`src/rtl/mc_ctrl_pkg.sv`:
```
// rtl/mc_ctrl_pkg.sv - state, opcode and datapath-select encodings for the multicycle controller
package mc_ctrl_pkg;

  typedef enum logic [3:0] {
    ST_FETCH   = 4'b0001,
    ST_DECODE  = 4'b0101,
    ST_MEMADR  = 4'b0110,
    ST_LBRD    = 4'b0111,
    ST_LBWR    = 4'b1000,
    ST_SBWR    = 4'b1001,
    ST_RTYPEEX = 4'b1010,
    ST_RTYPEWR = 4'b1011,
    ST_BEQEX   = 4'b1100,
    ST_JEX     = 4'b1101,
    ST_ADDIWR  = 4'b1110,
    ST_BNEEX   = 4'b1111
  } state_t;

  localparam logic [5:0] OP_RTYPE = 6'b000000;
  localparam logic [5:0] OP_ADDI  = 6'b001000;
  localparam logic [5:0] OP_LB    = 6'b100000;
  localparam logic [5:0] OP_J     = 6'b100010;
  localparam logic [5:0] OP_BEQ   = 6'b100100;
  localparam logic [5:0] OP_BNE   = 6'b100101;
  localparam logic [5:0] OP_SB    = 6'b101000;

  localparam logic [1:0] SRCB_B    = 2'b00;
  localparam logic [1:0] SRCB_ONE  = 2'b01;
  localparam logic [1:0] SRCB_IMM  = 2'b10;
  localparam logic [1:0] SRCB_BOFF = 2'b11;

  localparam logic [1:0] ALUOP_ADD   = 2'b00;
  localparam logic [1:0] ALUOP_SUB   = 2'b01;
  localparam logic [1:0] ALUOP_FUNCT = 2'b10;

  localparam logic [1:0] PCSRC_ALU    = 2'b00;
  localparam logic [1:0] PCSRC_ALUOUT = 2'b01;
  localparam logic [1:0] PCSRC_JUMP   = 2'b10;

endpackage

```
`src/rtl/mc_fetch_seq.sv`:
```
// rtl/mc_fetch_seq.sv - fetch-beat counter and one-hot IR byte-lane write decoder
module mc_fetch_seq #(
  parameter int WORD_BYTES = 4,
  parameter int FCNT_W     = 3
) (
  input  logic                  clk,
  input  logic                  rst_n,
  input  logic                  fetch_en,
  input  logic                  mem_ready,
  output logic                  last_beat,
  output logic [WORD_BYTES-1:0] irwrite
);

  logic [FCNT_W-1:0] fbyte_q, fbyte_d;
  logic              beat;

  always_comb begin
    beat      = fetch_en & mem_ready;
    last_beat = (fbyte_q == FCNT_W'(WORD_BYTES - 1));
    fbyte_d   = fbyte_q;
    if (beat) begin
      fbyte_d = last_beat ? '0 : fbyte_q + FCNT_W'(1);
    end
    irwrite = '0;
    for (int i = 0; i < WORD_BYTES; i++) begin
      irwrite[i] = beat && (fbyte_q == FCNT_W'(i));
    end
  end

  always_ff @(posedge clk or negedge rst_n) begin
    if (!rst_n) begin
      fbyte_q <= '0;
    end else begin
      fbyte_q <= fbyte_d;
    end
  end

endmodule

```
`src/rtl/mc_controller_param.sv`:
```
// rtl/mc_controller_param.sv - parametrised multicycle MIPS control FSM with wait handshake
module mc_controller_param
  import mc_ctrl_pkg::*;
#(
  parameter int WORD_BYTES = 4,
  parameter int FCNT_W     = 3
) (
  input  logic                  clk,
  input  logic                  rst_n,
  input  logic [5:0]            op,
  input  logic                  zero,
  input  logic                  mem_ready,
  output logic                  memread,
  output logic                  memwrite,
  output logic                  iord,
  output logic                  alusrca,
  output logic [1:0]            alusrcb,
  output logic [1:0]            aluop,
  output logic [1:0]            pcsource,
  output logic                  pcen,
  output logic                  regwrite,
  output logic                  regdst,
  output logic                  memtoreg,
  output logic [WORD_BYTES-1:0] irwrite,
  output logic [3:0]            state,
  output logic                  illegal_op,
  output logic                  instr_done
);

  state_t state_q, state_d;

  logic                  last_beat;
  logic [WORD_BYTES-1:0] irwrite_c;
  logic                  pcwrite;
  logic                  memread_c, memwrite_c, iord_c, alusrca_c;
  logic [1:0]            alusrcb_c, aluop_c, pcsource_c;
  logic                  pcen_c, regwrite_c, regdst_c, memtoreg_c;
  logic                  illegal_c, done_c;

  mc_fetch_seq #(
    .WORD_BYTES (WORD_BYTES),
    .FCNT_W     (FCNT_W)
  ) u_fetch_seq (
    .clk       (clk),
    .rst_n     (rst_n),
    .fetch_en  (state_q == ST_FETCH),
    .mem_ready (mem_ready),
    .last_beat (last_beat),
    .irwrite   (irwrite_c)
  );

  always_comb begin
    state_d    = state_q;
    pcwrite    = 1'b0;
    memread_c  = 1'b0;
    memwrite_c = 1'b0;
    iord_c     = 1'b0;
    alusrca_c  = 1'b0;
    alusrcb_c  = SRCB_B;
    aluop_c    = ALUOP_ADD;
    pcsource_c = PCSRC_ALU;
    regwrite_c = 1'b0;
    regdst_c   = 1'b0;
    memtoreg_c = 1'b0;
    illegal_c  = 1'b0;
    done_c     = 1'b0;
    case (state_q)
      ST_FETCH: begin
        memread_c = 1'b1;
        alusrcb_c = SRCB_ONE;
        pcwrite   = mem_ready;
        if (mem_ready && last_beat) state_d = ST_DECODE;
      end
      ST_DECODE: begin
        alusrcb_c = SRCB_BOFF;
        case (op)
          OP_LB, OP_SB, OP_ADDI: state_d = ST_MEMADR;
          OP_RTYPE:              state_d = ST_RTYPEEX;
          OP_BEQ:                state_d = ST_BEQEX;
          OP_BNE:                state_d = ST_BNEEX;
          OP_J:                  state_d = ST_JEX;
          default: begin
            state_d   = ST_FETCH;
            illegal_c = 1'b1;
          end
        endcase
      end
      ST_MEMADR: begin
        alusrca_c = 1'b1;
        alusrcb_c = SRCB_IMM;
        case (op)
          OP_LB:   state_d = ST_LBRD;
          OP_SB:   state_d = ST_SBWR;
          OP_ADDI: state_d = ST_ADDIWR;
          default: state_d = ST_FETCH;
        endcase
      end
      ST_LBRD: begin
        memread_c = 1'b1;
        iord_c    = 1'b1;
        if (mem_ready) state_d = ST_LBWR;
      end
      ST_LBWR: begin
        regwrite_c = 1'b1;
        memtoreg_c = 1'b1;
        done_c     = 1'b1;
        state_d    = ST_FETCH;
      end
      ST_SBWR: begin
        memwrite_c = 1'b1;
        iord_c     = 1'b1;
        done_c     = mem_ready;
        if (mem_ready) state_d = ST_FETCH;
      end
      ST_RTYPEEX: begin
        alusrca_c = 1'b1;
        aluop_c   = ALUOP_FUNCT;
        state_d   = ST_RTYPEWR;
      end
      ST_RTYPEWR: begin
        regwrite_c = 1'b1;
        regdst_c   = 1'b1;
        done_c     = 1'b1;
        state_d    = ST_FETCH;
      end
      ST_ADDIWR: begin
        regwrite_c = 1'b1;
        done_c     = 1'b1;
        state_d    = ST_FETCH;
      end
      ST_BEQEX, ST_BNEEX: begin
        alusrca_c  = 1'b1;
        aluop_c    = ALUOP_SUB;
        pcsource_c = PCSRC_ALUOUT;
        done_c     = 1'b1;
        state_d    = ST_FETCH;
      end
      ST_JEX: begin
        pcwrite    = 1'b1;
        pcsource_c = PCSRC_JUMP;
        done_c     = 1'b1;
        state_d    = ST_FETCH;
      end
      default: state_d = ST_FETCH;
    endcase
    pcen_c = pcwrite | ((state_q == ST_BEQEX) & zero) | ((state_q == ST_BNEEX) & ~zero);
  end

  always_ff @(posedge clk or negedge rst_n) begin
    if (!rst_n) begin
      state_q <= ST_FETCH;
    end else begin
      state_q <= state_d;
    end
  end

  // Reset must silence the datapath immediately, not just at the next edge.
  assign memread    = rst_n & memread_c;
  assign memwrite   = rst_n & memwrite_c;
  assign iord       = rst_n & iord_c;
  assign alusrca    = rst_n & alusrca_c;
  assign alusrcb    = {2{rst_n}} & alusrcb_c;
  assign aluop      = {2{rst_n}} & aluop_c;
  assign pcsource   = {2{rst_n}} & pcsource_c;
  assign pcen       = rst_n & pcen_c;
  assign regwrite   = rst_n & regwrite_c;
  assign regdst     = rst_n & regdst_c;
  assign memtoreg   = rst_n & memtoreg_c;
  assign irwrite    = rst_n ? irwrite_c : '0;
  assign illegal_op = rst_n & illegal_c;
  assign instr_done = rst_n & done_c;
  assign state      = state_q;

endmodule

```
`config.mk`:
```
export PLATFORM = sky130hd
export DESIGN_NAME = mc_controller_param
export DESIGN_NICKNAME = d
export VERILOG_FILES = /design/src/rtl/mc_ctrl_pkg.sv /design/src/rtl/mc_fetch_seq.sv /design/src/rtl/mc_controller_param.sv
export SDC_FILE = /design/constraint.sdc
export NUM_CORES = 1
export LEC_CHECK = 0
export BUFFER_PORTS_ARGS = -buffer_cell sky130_fd_sc_hd__buf_2
export CAP_MARGIN = 20
export CORE_ASPECT_RATIO = 1.1
export CORE_MARGIN = 2
export CORE_UTILIZATION = 54
export CTS_BUF_LIST = sky130_fd_sc_hd__clkbuf_4 sky130_fd_sc_hd__clkbuf_8
export DETAILED_ROUTE_END_ITERATION = 10
export PLACE_DENSITY = 0.89
export RECOVER_POWER = 100
export SLEW_MARGIN = 10
export SYNTH_ARGS = -nofsm -noshare
export SYNTH_HDL_FRONTEND = slang
export SYNTH_SLANG_ARGS = --single-unit
```
`constraint.sdc`:
```
create_clock -name clk -period 5.3 [get_ports clk]
set_input_delay 1.06 -clock clk [delete_from_list [all_inputs] [get_ports clk]]
set_output_delay 1.06 -clock clk [all_outputs]
set_load 0.02 [all_outputs]
```
Word-level counts from Yosys, hierarchy flattened
Cells that the tools add are included.
{"block": "word_totals", "reg_bits": 7, "inputBits": 10, "out_inout_bits": 24, "word_cells": 84}
{"block": "op_classes", "add_sub_neg": 1, "eq_ne": 24, "mux": 22, "bitwise": 19, "reduce_logical": 16}
{"cell": "== test 4 bit (second input constant)", "n": 8}
{"cell": "== test 6 bit (second input constant)", "n": 5}
{"cell": "one-hot mux 4 bit (6 select lines)", "n": 1}
{"cell": "one-hot mux 4 bit (5 select lines)", "n": 1}
{"cell": "2-to-1 mux 4 bit", "n": 4}
{"cell": "bitwise AND 1 bit", "n": 13}
{"cell": "== test 4 x 3 -> 1 bit (second input constant)", "n": 3}
{"cell": "one-hot mux 4 bit (3 select lines)", "n": 1}
{"cell": "2-to-1 mux 1 bit", "n": 9}
{"cell": "one-hot mux 2 bit (2 select lines)", "n": 2}
{"cell": "OR reduction 7 bit", "n": 1}
{"cell": "bitwise AND 2 bit", "n": 3}
{"cell": "== test 3 x 2 -> 1 bit (second input constant)", "n": 2}
{"cell": "== test 6 x 4 -> 1 bit (second input constant)", "n": 1}
{"cell": "logical NOT 6 bit", "n": 1}
{"cell": "inequality test 2 bit (second input constant)", "n": 3}
{"cell": "one-hot mux 2 bit (3 select lines)", "n": 1}
{"cell": "OR reduction 2 bit", "n": 3}
{"cell": "OR reduction 3 bit", "n": 2}
{"cell": "OR reduction 6 bit", "n": 1}
{"cell": "logical AND 1 bit", "n": 5}
{"cell": "== test 4 x 1 -> 1 bit (second input constant)", "n": 1}
{"cell": "one-hot mux 1 bit (2 select lines)", "n": 2}
{"cell": "OR reduction 4 bit", "n": 1}
{"cell": "7 further kinds", "n": 8}

Depth between registers and ports, before layout
Gate-level depths: netlist (run 1).
{"block": "logic_depth", "word_depth": 5, "mapped_depth": 6, "mapped_depth_nobuf": 5}

Cells and area by module
Synthesis (run 1) repeated with hierarchy kept, for this count alone.
{"block": "hier_totals", "hier_cells": 136, "hier_area_um2": 938.4}
{"mod": "mc_controller_param", "n_inst": 1, "cells_each": 116, "area_per_inst_um2": 726.9, "seq_area_each_um2": 101.3}
{"mod": "mc_fetch_seq", "n_inst": 1, "cells_each": 20, "area_per_inst_um2": 211.5, "seq_area_each_um2": 75.1}

Worst setup path after synthesis (run 1)
OpenSTA, ideal clock, no wires.
{"block": "synth_path", "path_type": "in2out", "start": "input op[5]", "end": "output illegal_op", "arrival_ns": 2.028, "required_ns": 4.240, "path_slack_ns": 2.212, "cell_stages": 5, "path_buffers": 1, "path_cell_list": "buf_2 or3_1 a21oi_1 o21bai_1 o221a_2"}
{"block": "synth_via", "elab_chain_cells": 5, "word_cells_on_any_way": 11, "cone_classes": "eq/ne: 6; mux: 2; bitwise: 1; reduce/logical: 2"}
{"element": "from (decl)", "line_no": "mc_controller_param.sv:10", "source": "input logic [5:0] op,"}
{"element": "== test 6 x 4 -> 1 bit (tied with other cells)", "line_no": "mc_controller_param.sv:76", "source": "case (op)"}
{"element": "OR reduction 7 bit (no source line) *"}
{"element": "2-to-1 mux 1 bit *", "line_no": "mc_controller_param.sv:76"}
{"element": "2-to-1 mux 1 bit *", "line_no": "mc_controller_param.sv:67", "source": "case (state_q)"}
{"element": "bitwise AND 1 bit *", "line_no": "mc_controller_param.sv:170", "source": "assign illegal_op = rst_n & illegal_c;"}
{"element": "to (decl)", "line_no": "mc_controller_param.sv:26", "source": "output logic illegal_op,"}
Mark *: on every way between the ends. The rest lies on a longest branch, timed or not.

Final worst setup path (run 1)
{"block": "layout_path", "start": "register state_q[0], in the netlist state[0]", "end": "output irwrite[2]"}
{"block": "layout_via", "elab_chain_cells": 4}
{"element": "from (decl)", "line_no": "mc_controller_param.sv:30", "source": "state_t state_q, state_d;"}
{"element": "from (signal assigned)", "line_no": "mc_controller_param.sv:153", "source": "state_q <= state_d;"}
{"element": "== test 4 x 1 -> 1 bit", "line_no": "mc_controller_param.sv:46", "source": ".fetch_en (state_q == ST_FETCH),"}
{"element": "bitwise AND 1 bit", "line_no": "mc_fetch_seq.sv:18", "source": "beat = fetch_en & mem_ready;"}
{"element": "logical AND 1 bit", "line_no": "mc_fetch_seq.sv:26", "source": "irwrite[i] = beat && (fbyte_q == FCNT_W'(i));"}
{"element": "2-to-1 mux 4 bit", "line_no": "mc_controller_param.sv:169", "source": "assign irwrite = rst_n ? irwrite_c : '0;"}
{"element": "to (decl)", "line_no": "mc_controller_param.sv:24", "source": "output logic [WORD_BYTES-1:0] irwrite,"}
No other way between the ends.

==> impl_metrics.env, run 1 <==
export IMPL_status="completed"
export IMPL_drtAntennaViolNets=0
export IMPL_critical_path_top_delay_family="simple AND/OR/NAND/NOR gates"
export IMPL_ys_types=48
export IMPL_setup_viol=0
export IMPL_synth_cells=119
export IMPL_multi_input_area_um2=623.1
export IMPL_arrival_ps=2630
export IMPL_power_density_nw_per_um2=295.4
export IMPL_synth_avg_cell_area_um2=7.455
export IMPL_postLayoutCellArea_um2=999.7
export IMPL_dp_hpwl_um=1757
export IMPL_fin_ws_ps=1613
export IMPL_min_to="u_fetch_seq.fbyte_q[2]"
export IMPL_root_buffer="clkbuf_4"
export IMPL_clk_pin_slew_ps=50
export IMPL_startpoint_type="register"
export IMPL_ff2ff_path_depth=4
export IMPL_gp_congestion=0.8831
export IMPL_ctsHoldBuffers=0
export IMPL_drive_gt1_share_pct=9.589
export IMPL_max_freq_ghz=0.2712
export IMPL_hp_start="u_fetch_seq.fbyte_q[2]"
export IMPL_cts_tree="yes"
export IMPL_htreeDepth=1
export IMPL_drc=0
export IMPL_die_w_um=42.65
export IMPL_via_count=983
export IMPL_rsz0062_at_grt="no"
export IMPL_die_h_um=46.51
export IMPL_drv_slew=0
export IMPL_dieArea_um2=1983
export IMPL_grt_max_degree=19
export IMPL_total_power_w=0.0002953
export IMPL_yosysWarnings=0
export IMPL_port_buffers=33
export IMPL_period_minus_slack_ps=3687
export IMPL_crit_path_end_kind="primary output"
export IMPL_routed_wl_um=2279
export IMPL_layout_nets=161
export IMPL_crit_required_ps=4240
export IMPL_synth_ff_type="dfrtp_1"
export IMPL_fin_crit_sh_pct=69.57
export IMPL_min_delay_path_class="reg -> reg"
export IMPL_async_flop_share_pct=100.0
export IMPL_insertedDiodeCount=0
export IMPL_clockPowerShare_pct=16.1
export IMPL_worstReg2RegEnd="u_fetch_seq.fbyte_q[0]"
export IMPL_seq_area_frac_synth_pct=19.89
export IMPL_post_route_util_pct=64.18
export IMPL_grt_pass1_wl_um=3815
export IMPL_cpPeakStageDelay_ps=860
export IMPL_drv_cap=0
export IMPL_min_path_cells=1
export IMPL_globalRouteTotalUtil_pct=25.42
export IMPL_combPwrFrac_pct=53.6
export IMPL_synth_top_area_share_pct=16.93
export IMPL_cts_sinks=7
export IMPL_dp_slack_ps=2011
export IMPL_ios=34
export IMPL_worstSetupPathType="reg -> out"
export IMPL_cp_buffers_inverters=1
export IMPL_clockBufferDepth=2
export IMPL_swShare_pct=48.07
export IMPL_synth_area_leaders="dfrtp_1 (17%), nor2_1 (8.0%), ha_1 (5.6%), nor3b_1 (4.2%), nand2b_1 (3.5%)"
export IMPL_peakVddDrop_v=0.0001884
export IMPL_hold_viol=0
export IMPL_clk_latency_ps=250
export IMPL_first_global_vias=914
export IMPL_power_switching_w=0.0001420
export IMPL_numCtsBuffers=3
export IMPL_yosys_area_top_type="dfrtp_1"
export IMPL_path_max_fanout=18
export IMPL_crit_chain="nor4b_1, and2_0, nand2_1, nor3b_1, clkbuf_1"
export IMPL_finalClockSkew_ps=2.832
export IMPL_area_growth_pct=12.69
export IMPL_syn_nets=133
export IMPL_seq_power_share_pct=30.3
export IMPL_rows=15
export IMPL_p_int_w=0.0001534
export IMPL_cts_resized=0
export IMPL_slew_headroom_pct=49.47
export IMPL_drt_first_pass_iters=4
export IMPL_core_area_um2=1558
export IMPL_leakage_nw=0.4239
export IMPL_r2r_slack_ps=3310
export IMPL_antenna_found_initial=0
export IMPL_drtIter0Drc=20
export IMPL_rr_startpoint="state[0]"
export IMPL_wl_per_cell_um=13.98
export IMPL_cp_slowest_cell="dfstp_1"
export IMPL_filler_cell_count=168
export IMPL_postCtsSetupRepairBufs=0
export IMPL_initial_utilization_pct=56.95
export IMPL_worstMarginPinSlew_ps=758.0
export IMPL_worstSetupPathDepth=5
export IMPL_viasPerCell=6.031
export IMPL_regArea_um2=176.4
export IMPL_netlist_area_um2=887.1
export IMPL_synth_edff_count=0
export IMPL_setup_tns_ps=0
export IMPL_grt_ovfl_total=0
export IMPL_ys_seq_elements=7
export IMPL_dpl_cell_area_um2=1030
-- cells in the mapped netlist (2+ instances only) --
| library cell | instances |
|---|---|
| and3_1 | 2 |
| ha_1 | 4 |
| a21oi_1 | 3 |
| o21ai_0 | 6 |
| nand3_1 | 5 |
| dfrtp_1 | 6 |
| clkbuf_1 | 4 |
| inv_1 | 5 |
| nor3b_1 | 5 |
| nand2b_1 | 5 |
| nor3_1 | 4 |
| nor2_1 | 19 |
| nand3b_1 | 2 |
| xor2_1 | 2 |
| o31ai_1 | 2 |
| nor2b_1 | 2 |
| buf_2 | 4 |
| mux2i_1 | 2 |
| or3_1 | 2 |
| nand2_1 | 7 |
-- cell type report --
cell class / instances / share of cell area [%]
Multi-Input combinational cell: 97 / 62.33
Sequential cell: 7 / 17.65
Timing Repair Buffer: 33 / 13.27
Clock buffer: 3 / 2.253
Tap cell: 17 / 2.128
Inverter: 5 / 1.877
Clock inverter: 1 / 0.5006
-- state kept, by name (all words and copies together), names as in the netlist --
signal and cells:
u_fetch_seq.fbyte_q 3, state 4
-- stage by stage --
step,hold WS [ps],cells
after floorplan,551.9,119
after global placement,579.2,159
after detailed placement,595.1,159
after CTS,602.7,163
after global routing,632.9,163
final,595.5,163
-- cell usage in the layout (no fill, tap or decap), drive strengths merged, types with 2 or more instances in the layout --
master	instances
mux2i	2
nor4b	2
inv	5
nor2b	2
o31ai	2
buf	7
nor2	19
dfrtp	6
clkbuf	29
nand3	5
ha	4
nor4	2
nand2b	6
or3	2
nor3b	5
o21ai	6
nand2	7
and3	3
a21oi	3
xor2	2
nor3	4
nand3b	2
-- worst max path at each step --
stage / to / start
after floorplan: illegal_op / op[5]
after global placement: illegal_op / op[1]
after detailed placement: illegal_op / op[1]
after CTS: illegal_op / op[1]
after global routing: irwrite[2] / state[0]
final: irwrite[2] / state[0]
-- cell families after synthesis --
| group | Yosys count | share of synthesized area [%] |
|---|---|---|
| adders and majority gates | 4 | 5.642 |
| AOI/OAI and AO/OA | 24 | 19.18 |
| DFF | 7 | 19.89 |
| xor gates and xnor gates | 3 | 2.962 |
| muxes | 2 | 2.257 |
| buffers and inverters | 15 | 7.051 |
| and+or+nand+nor | 64 | 43.02 |
-- power by group through the flow --
| stage | Sequential (W) | Clock, W | Combinational, W |
|---|---|---|---|
| after floorplan | 0.0000811 | 0 | 0.000133 |
| final | 0.0000895 | 0.0000474 | 0.000158 |
| after global routing | 0.0000926 | 0.0000547 | 0.000179 |
| after detailed placement | 0.0000909 | 0 | 0.000167 |
| after global placement | 0.0000903 | 0 | 0.000161 |
| after CTS | 0.0000899 | 0.0000496 | 0.000169 |
-- metal layers --
layer | part of all wire, % | vias up | wire [um] | global-route usage [%]
met5 | 0 | - | 0 | 0
met4 | 1.4 | 0 | 31 | 13.75
met3 | 4.7 | 4 | 108 | 7.451
met2 | 53 | 36 | 1211 | 44.24
met1 | 41 | 461 | 926 | 28.10
li1 | - | 482 | - | -
No activity file was read; power rests on OpenSTA's default activity.
==> inputs of run 2 (changes only) <==
Settings changed: ABC_AREA set to 1, CORE_UTILIZATION 54 to 49, PLACE_DENSITY 0.89 to 0.83.
Clock period 5.3 ns to 3.48 ns, I/O delays scaled along.
==> impl_metrics.env, run 2 <==
export IMPL_dp_slack_ps=1109
export IMPL_min_delay_path_class="in -> async"
export IMPL_port_buffers=33
export IMPL_startpoint_type="register"
export IMPL_wl_per_cell_um=10.59
export IMPL_power_density_nw_per_um2=555.9
export IMPL_postCtsSetupRepairBufs=0
export IMPL_crit_path_end_kind="primary output"
export IMPL_peakVddDrop_v=0.0002578
export IMPL_syn_nets=157
export IMPL_yosys_area_share_xor_xnor_pct=0
export IMPL_yosys_top_cells_count="nand2_1 (38), nor2_1 (29), inv_1 (23)"
export IMPL_die_h_um=46.70
export IMPL_period_minus_slack_ps=2838
export IMPL_numCtsBuffers=3
export IMPL_yosysWarnings=0
export IMPL_arrival_ps=2140
export IMPL_max_freq_ghz=0.3524
export IMPL_grt_pass1_wl_um=3553
export IMPL_fin_crit_sh_pct=81.55
export IMPL_antenna_found_initial=0
export IMPL_htreeDepth=1
export IMPL_insertedDiodeCount=0
export IMPL_gp_congestion=0.8818
export IMPL_status="completed"
export IMPL_synth_cells=143
export IMPL_grt_ovfl_total=0
export IMPL_cts_resized=0
export IMPL_drv_cap=0
export IMPL_ys_types=20
export IMPL_clk_latency_ps=250
export IMPL_fin_worst_hold_slack_ps=445.1
export IMPL_synth_area_leaders="dfrtp_1 (18%), nand2_1 (18%), nor2_1 (13%), inv_1 (11%), nand3_1 (9.2%)"
export IMPL_first_global_vias=870
export IMPL_viasPerCell=5.030
export IMPL_synth_top_family_by_area="simple AND/OR/NAND/NOR gates"
export IMPL_path_max_fanout=9
export IMPL_fin_ws_ps=641.9
export IMPL_synth_area_mux_share_pct=0
export IMPL_worstMarginPinSlew_ps=651.6
export IMPL_drt_first_pass_iters=4
export IMPL_drive_gt1_share_pct=10.56
export IMPL_seq_area_frac_synth_pct=21.73
export IMPL_async_flop_share_pct=100.0
export IMPL_synth_fa_ha_area_share_pct=6.163
export IMPL_cts_tree="yes"
export IMPL_final_common_cell="nand2_1"
export IMPL_drtAntennaViolNets=0
export IMPL_synth_compound_area_share_pct=12.02
export IMPL_drc=0
export IMPL_hold_viol=0
export IMPL_dieArea_um2=1999
export IMPL_ios=34
export IMPL_drv_slew=0
export IMPL_setup_tns_ps=0
export IMPL_routed_wl_um=2086
export IMPL_setup_viol=0
export IMPL_layout_nets=195
export IMPL_filler_cell_count=176
export IMPL_dp_hpwl_um=1740
export IMPL_worstSetupPathType="reg -> out"
export IMPL_total_power_w=0.0005522
export IMPL_crit_required_ps=2780
export IMPL_cts_sinks=7
export IMPL_finalClockSkew_ps=1.236
export IMPL_yosys_area_share_simple_pct=48.07
export IMPL_synth_top_area_share_pct=18.49
export IMPL_ctsHoldBuffers=0
export IMPL_largest_register_ffs=4
export IMPL_grt_max_degree=15
export IMPL_globalRouteTotalUtil_pct=23.86
export IMPL_synth_avg_cell_area_um2=5.679
export IMPL_yosysMostFrequentCell="nand2_1"
export IMPL_rsz0062_at_grt="no"
export IMPL_ys_seq_elements=7
export IMPL_final_cell_mix="nand2_1 (38), nor2_1 (30), inv_1 (24), clkbuf_1 (22), nand3_1 (15)"
export IMPL_clk_pin_slew_ps=50
export IMPL_core_area_um2=1558
export IMPL_slew_headroom_pct=56.56
export IMPL_leakage_nw=0.5910
export IMPL_synth_ff_type="dfrtp_1"
export IMPL_initial_utilization_pct=52.13
export IMPL_area_growth_pct=22.34
export IMPL_root_buffer="clkbuf_4"
export IMPL_yosys_area_top_type="dfrtp_1"
export IMPL_synth_edff_count=0
export IMPL_via_count=991
export IMPL_clockBufferDepth=2
export IMPL_rows=15
export IMPL_die_w_um=42.82
export IMPL_drtIter0Drc=25
export IMPL_netlist_area_um2=812.0
[run 2: final cells by class]
| type | count | area [um^2] | area share (%) |
|---|---|---|---|
| repair buffers | 33 | 137.6 | 13.85 |
| inverters | 26 | 97.59 | 9.824 |
| clock buffers | 4 | 30.03 | 3.023 |
| flip-flops and latches | 7 | 176.4 | 17.76 |
| multi-input cells | 110 | 530.5 | 53.40 |
| well taps | 17 | 21.27 | 2.141 |
[run 2: where the power goes]
group          switching [W]  internal (W)
clock network      0.0000312     0.0000516
logic               0.000228      0.000104
registers          0.0000267      0.000111
[run 2: kinds of logic after synthesis]
kind of cell / after synthesis
AO/OA/AOI/OAI: 17
buffers and inverters: 26
flip-flops: 7
AND/OR/NAND/NOR: 89
adder cells (fa/ha/maj): 4
[run 2: worst max-delay path, cell delays in order (launching register included)]
cell	delay, ps
dfstp_1	590
inv_1	110
nor2_4	160
nand3_4	120
nor2_1	420
inv_2	70
o211ai_1	90
nand2_1	80
o21ai_2	70
buf_2	170
[run 2: final timing paths]
check	startpoint	endpoint	slack, ps	cells after the start
setup / recovery	state[0]	pcen	640	9
hold / removal	rst_n	u_fetch_seq.fbyte_q[0]	450	1
setup reg to reg	state[0]	u_fetch_seq.fbyte_q[1]	1770	5
hold reg to reg	u_fetch_seq.fbyte_q[2]	u_fetch_seq.fbyte_q[2]	520	2
max in group asynchronous	rst_n	state[2]	2620	1
min in group clk	u_fetch_seq.fbyte_q[2]	u_fetch_seq.fbyte_q[2]	520	2
[run 2: per-layer routing]
layer	GRT usage [%]	share of wire (%)	up-vias
met5	0	0	-
met4	13.13	2.3	0
met3	3.922	5.7	6
met2	40.91	49	38
met1	28.61	43	423
li1	-	-	524
[run 2: through the flow]
step,instance area (um^2),std cells,util (%)
global route,993.5,197,63.78
global placement,998.5,193,64.10
floorplan,812.0,143,-
CTS,1028,197,66.02
finish,993.5,197,63.78
detailed placement,998.5,193,64.10
==> inputs of run 3 (changes only) <==
Settings changed: CORE_UTILIZATION 49 to 44, PLACE_DENSITY 0.83 to 0.79.
Clock period 3.48 ns to 2.3 ns, I/O delays scaled along.
==> impl_metrics.env, run 3 (synthesis results as in run 2) <==
export IMPL_wl_per_cell_um=10.17
export IMPL_power_density_nw_per_um2=832.3
export IMPL_rsz0062_at_grt="yes"
export IMPL_cp_buffers_inverters=3
export IMPL_drv_slew=0
export IMPL_core_area_um2=1762
export IMPL_ff2ff_path_depth=9
export IMPL_via_count=1016
export IMPL_cp_slowest_cell="dfstp_2"
export IMPL_worstReg2RegEnd="state[2]"
export IMPL_first_global_vias=890
export IMPL_drv_cap=0
export IMPL_insertedDiodeCount=0
export IMPL_rows=16
export IMPL_drc=0
export IMPL_final_common_cell="nand2_1"
export IMPL_clk_pin_slew_ps=50
export IMPL_arrival_ps=1760
export IMPL_clockBufferDepth=2
export IMPL_root_buffer="clkbuf_4"
export IMPL_min_delay_path_class="in -> async"
export IMPL_postLayoutCellArea_um2=1037
export IMPL_period_minus_slack_ps=2223
export IMPL_r2r_slack_ps=810
export IMPL_antenna_found_initial=0
export IMPL_clockPowerShare_pct=13.9
export IMPL_ios=34
export IMPL_place_inst=194
export IMPL_p_int_w=0.0004310
export IMPL_drive_gt1_share_pct=23.76
export IMPL_finalClockSkew_ps=0.4008
export IMPL_cp_common_cell="nor2_4"
export IMPL_setup_viol=0
export IMPL_fin_crit_sh_pct=96.65
export IMPL_worstSetupPathType="reg -> out"
export IMPL_crit_path_end_kind="primary output"
export IMPL_slew_headroom_pct=80.87
export IMPL_cpPeakStageDelay_ps=570
export IMPL_fin_worst_hold_slack_ps=83.93
export IMPL_globalRouteTotalUtil_pct=19.82
export IMPL_port_buffers=33
export IMPL_largest_register_ffs=4
export IMPL_worstMarginPinSlew_ps=285.9
export IMPL_gp_congestion=0.8814
export IMPL_grt_max_degree=15
export IMPL_dp_hpwl_um=1665
export IMPL_clk_latency_ps=250
export IMPL_crit_chain="inv_2, nor2_4, nand3_4, nor2_4, buf_4, nand2_1, nor2_1, buf_2"
export IMPL_grt_ovfl_total=0
export IMPL_status="completed"
export IMPL_dieArea_um2=2206
export IMPL_numCtsBuffers=3
export IMPL_rr_startpoint="state[0]"
export IMPL_routed_wl_um=2023
export IMPL_cts_tree="yes"
export IMPL_max_freq_ghz=0.4498
export IMPL_peakVddDrop_v=0.0004583
export IMPL_final_cell_mix="nand2_1 (38), buf_2 (30), nor2_1 (29), inv_1 (23), nand3_1 (15)"
export IMPL_area_growth_pct=27.73
export IMPL_startpoint_type="register"
export IMPL_drt_first_pass_iters=6
export IMPL_instances_no_fill=199
export IMPL_critical_path_top_delay_family="flip-flops"
export IMPL_power_switching_w=0.0004323
export IMPL_die_h_um=49.06
export IMPL_die_w_um=44.96
export IMPL_crit_required_ps=1840
export IMPL_path_max_fanout=6
export IMPL_layout_nets=196
export IMPL_leakage_nw=0.6749
export IMPL_combPwrFrac_pct=61.7
export IMPL_htreeDepth=1
export IMPL_swShare_pct=50.07
export IMPL_filler_cell_count=173
export IMPL_ctsHoldBuffers=0
export IMPL_drtAntennaViolNets=0
export IMPL_total_power_w=0.0008633
export IMPL_cts_sinks=7
export IMPL_grt_pass1_wl_um=3429
export IMPL_viasPerCell=5.106
export IMPL_seq_power_share_pct=24.3
export IMPL_dpl_cell_area_um2=999.7
export IMPL_hold_viol=0
export IMPL_initial_utilization_pct=46.09
export IMPL_drtIter0Drc=29
[run 3: cell types whose count changed in the layout (fill, tap and decap cells not counted), sizes merged]
cell / previous run / this run
buf: 11 / 32
clkbuf: 26 / 6
[run 3: how the worst max path moves through the flow]
stage	cells past startpoint	end	start	slack, ps
floorplan	6	irwrite[2]	state[0]	200
global placement	9	pcen	state[0]	330
detailed placement	9	pcen	state[0]	300
CTS	9	pcen	state[0]	30
global route	8	irwrite[0]	state[0]	-20
finish	8	irwrite[0]	state[0]	80
[run 3: final cells by class]
type                            count  area [um^2]  share of cell area, %
Tap cell                           18        22.52                  2.171
Clock buffer                        4        30.03                  2.895
Timing Repair Buffer               34        172.7                  16.65
Multi-Input combinational cell    110        538.0                  51.87
Inverter                           26        97.59                  9.409
Sequential cell                     7        176.4                  17.01
[run 3: power groups by stage]
stage	registers (W)	logic, W	clock network (W)
floorplan	0.000223	0.000370	0
global placement	0.000207	0.000502	0
detailed placement	0.000211	0.000515	0
CTS	0.000210	0.000519	0.000121
global route	0.000215	0.000602	0.000129
finish	0.000210	0.000533	0.000120
[run 3: layer usage]
metal	track usage, %	up-vias	share of wire, %
met2	36.90	37	51
met3	0.3704	6	5.6
met1	22.40	446	42
met4	8.333	0	1.9
li1	-	527	-
met5	0	-	0
[run 3: through the flow]
stage	TNS, ps	util (%)	setup WS (ps)
3_5_place_dp	0	56.75	295.8
5_1_grt	-19.83	58.88	-15.35
4_1_cts	0	58.45	31.23
3_3_place_gp	0	56.75	327.8
2_1_floorplan	0	-	204.7
6_report	0	58.88	76.95
[run 3: repair_timing]
| action | 4_1_cts | 5_1_grt |
|---|---|---|
| hold endpoints to repair | 0 | 0 |
| resized for setup | 0 | 1 |
| endpoints found under the setup margin | 0 | 2 |
| buffers inserted | 0 | 1 |
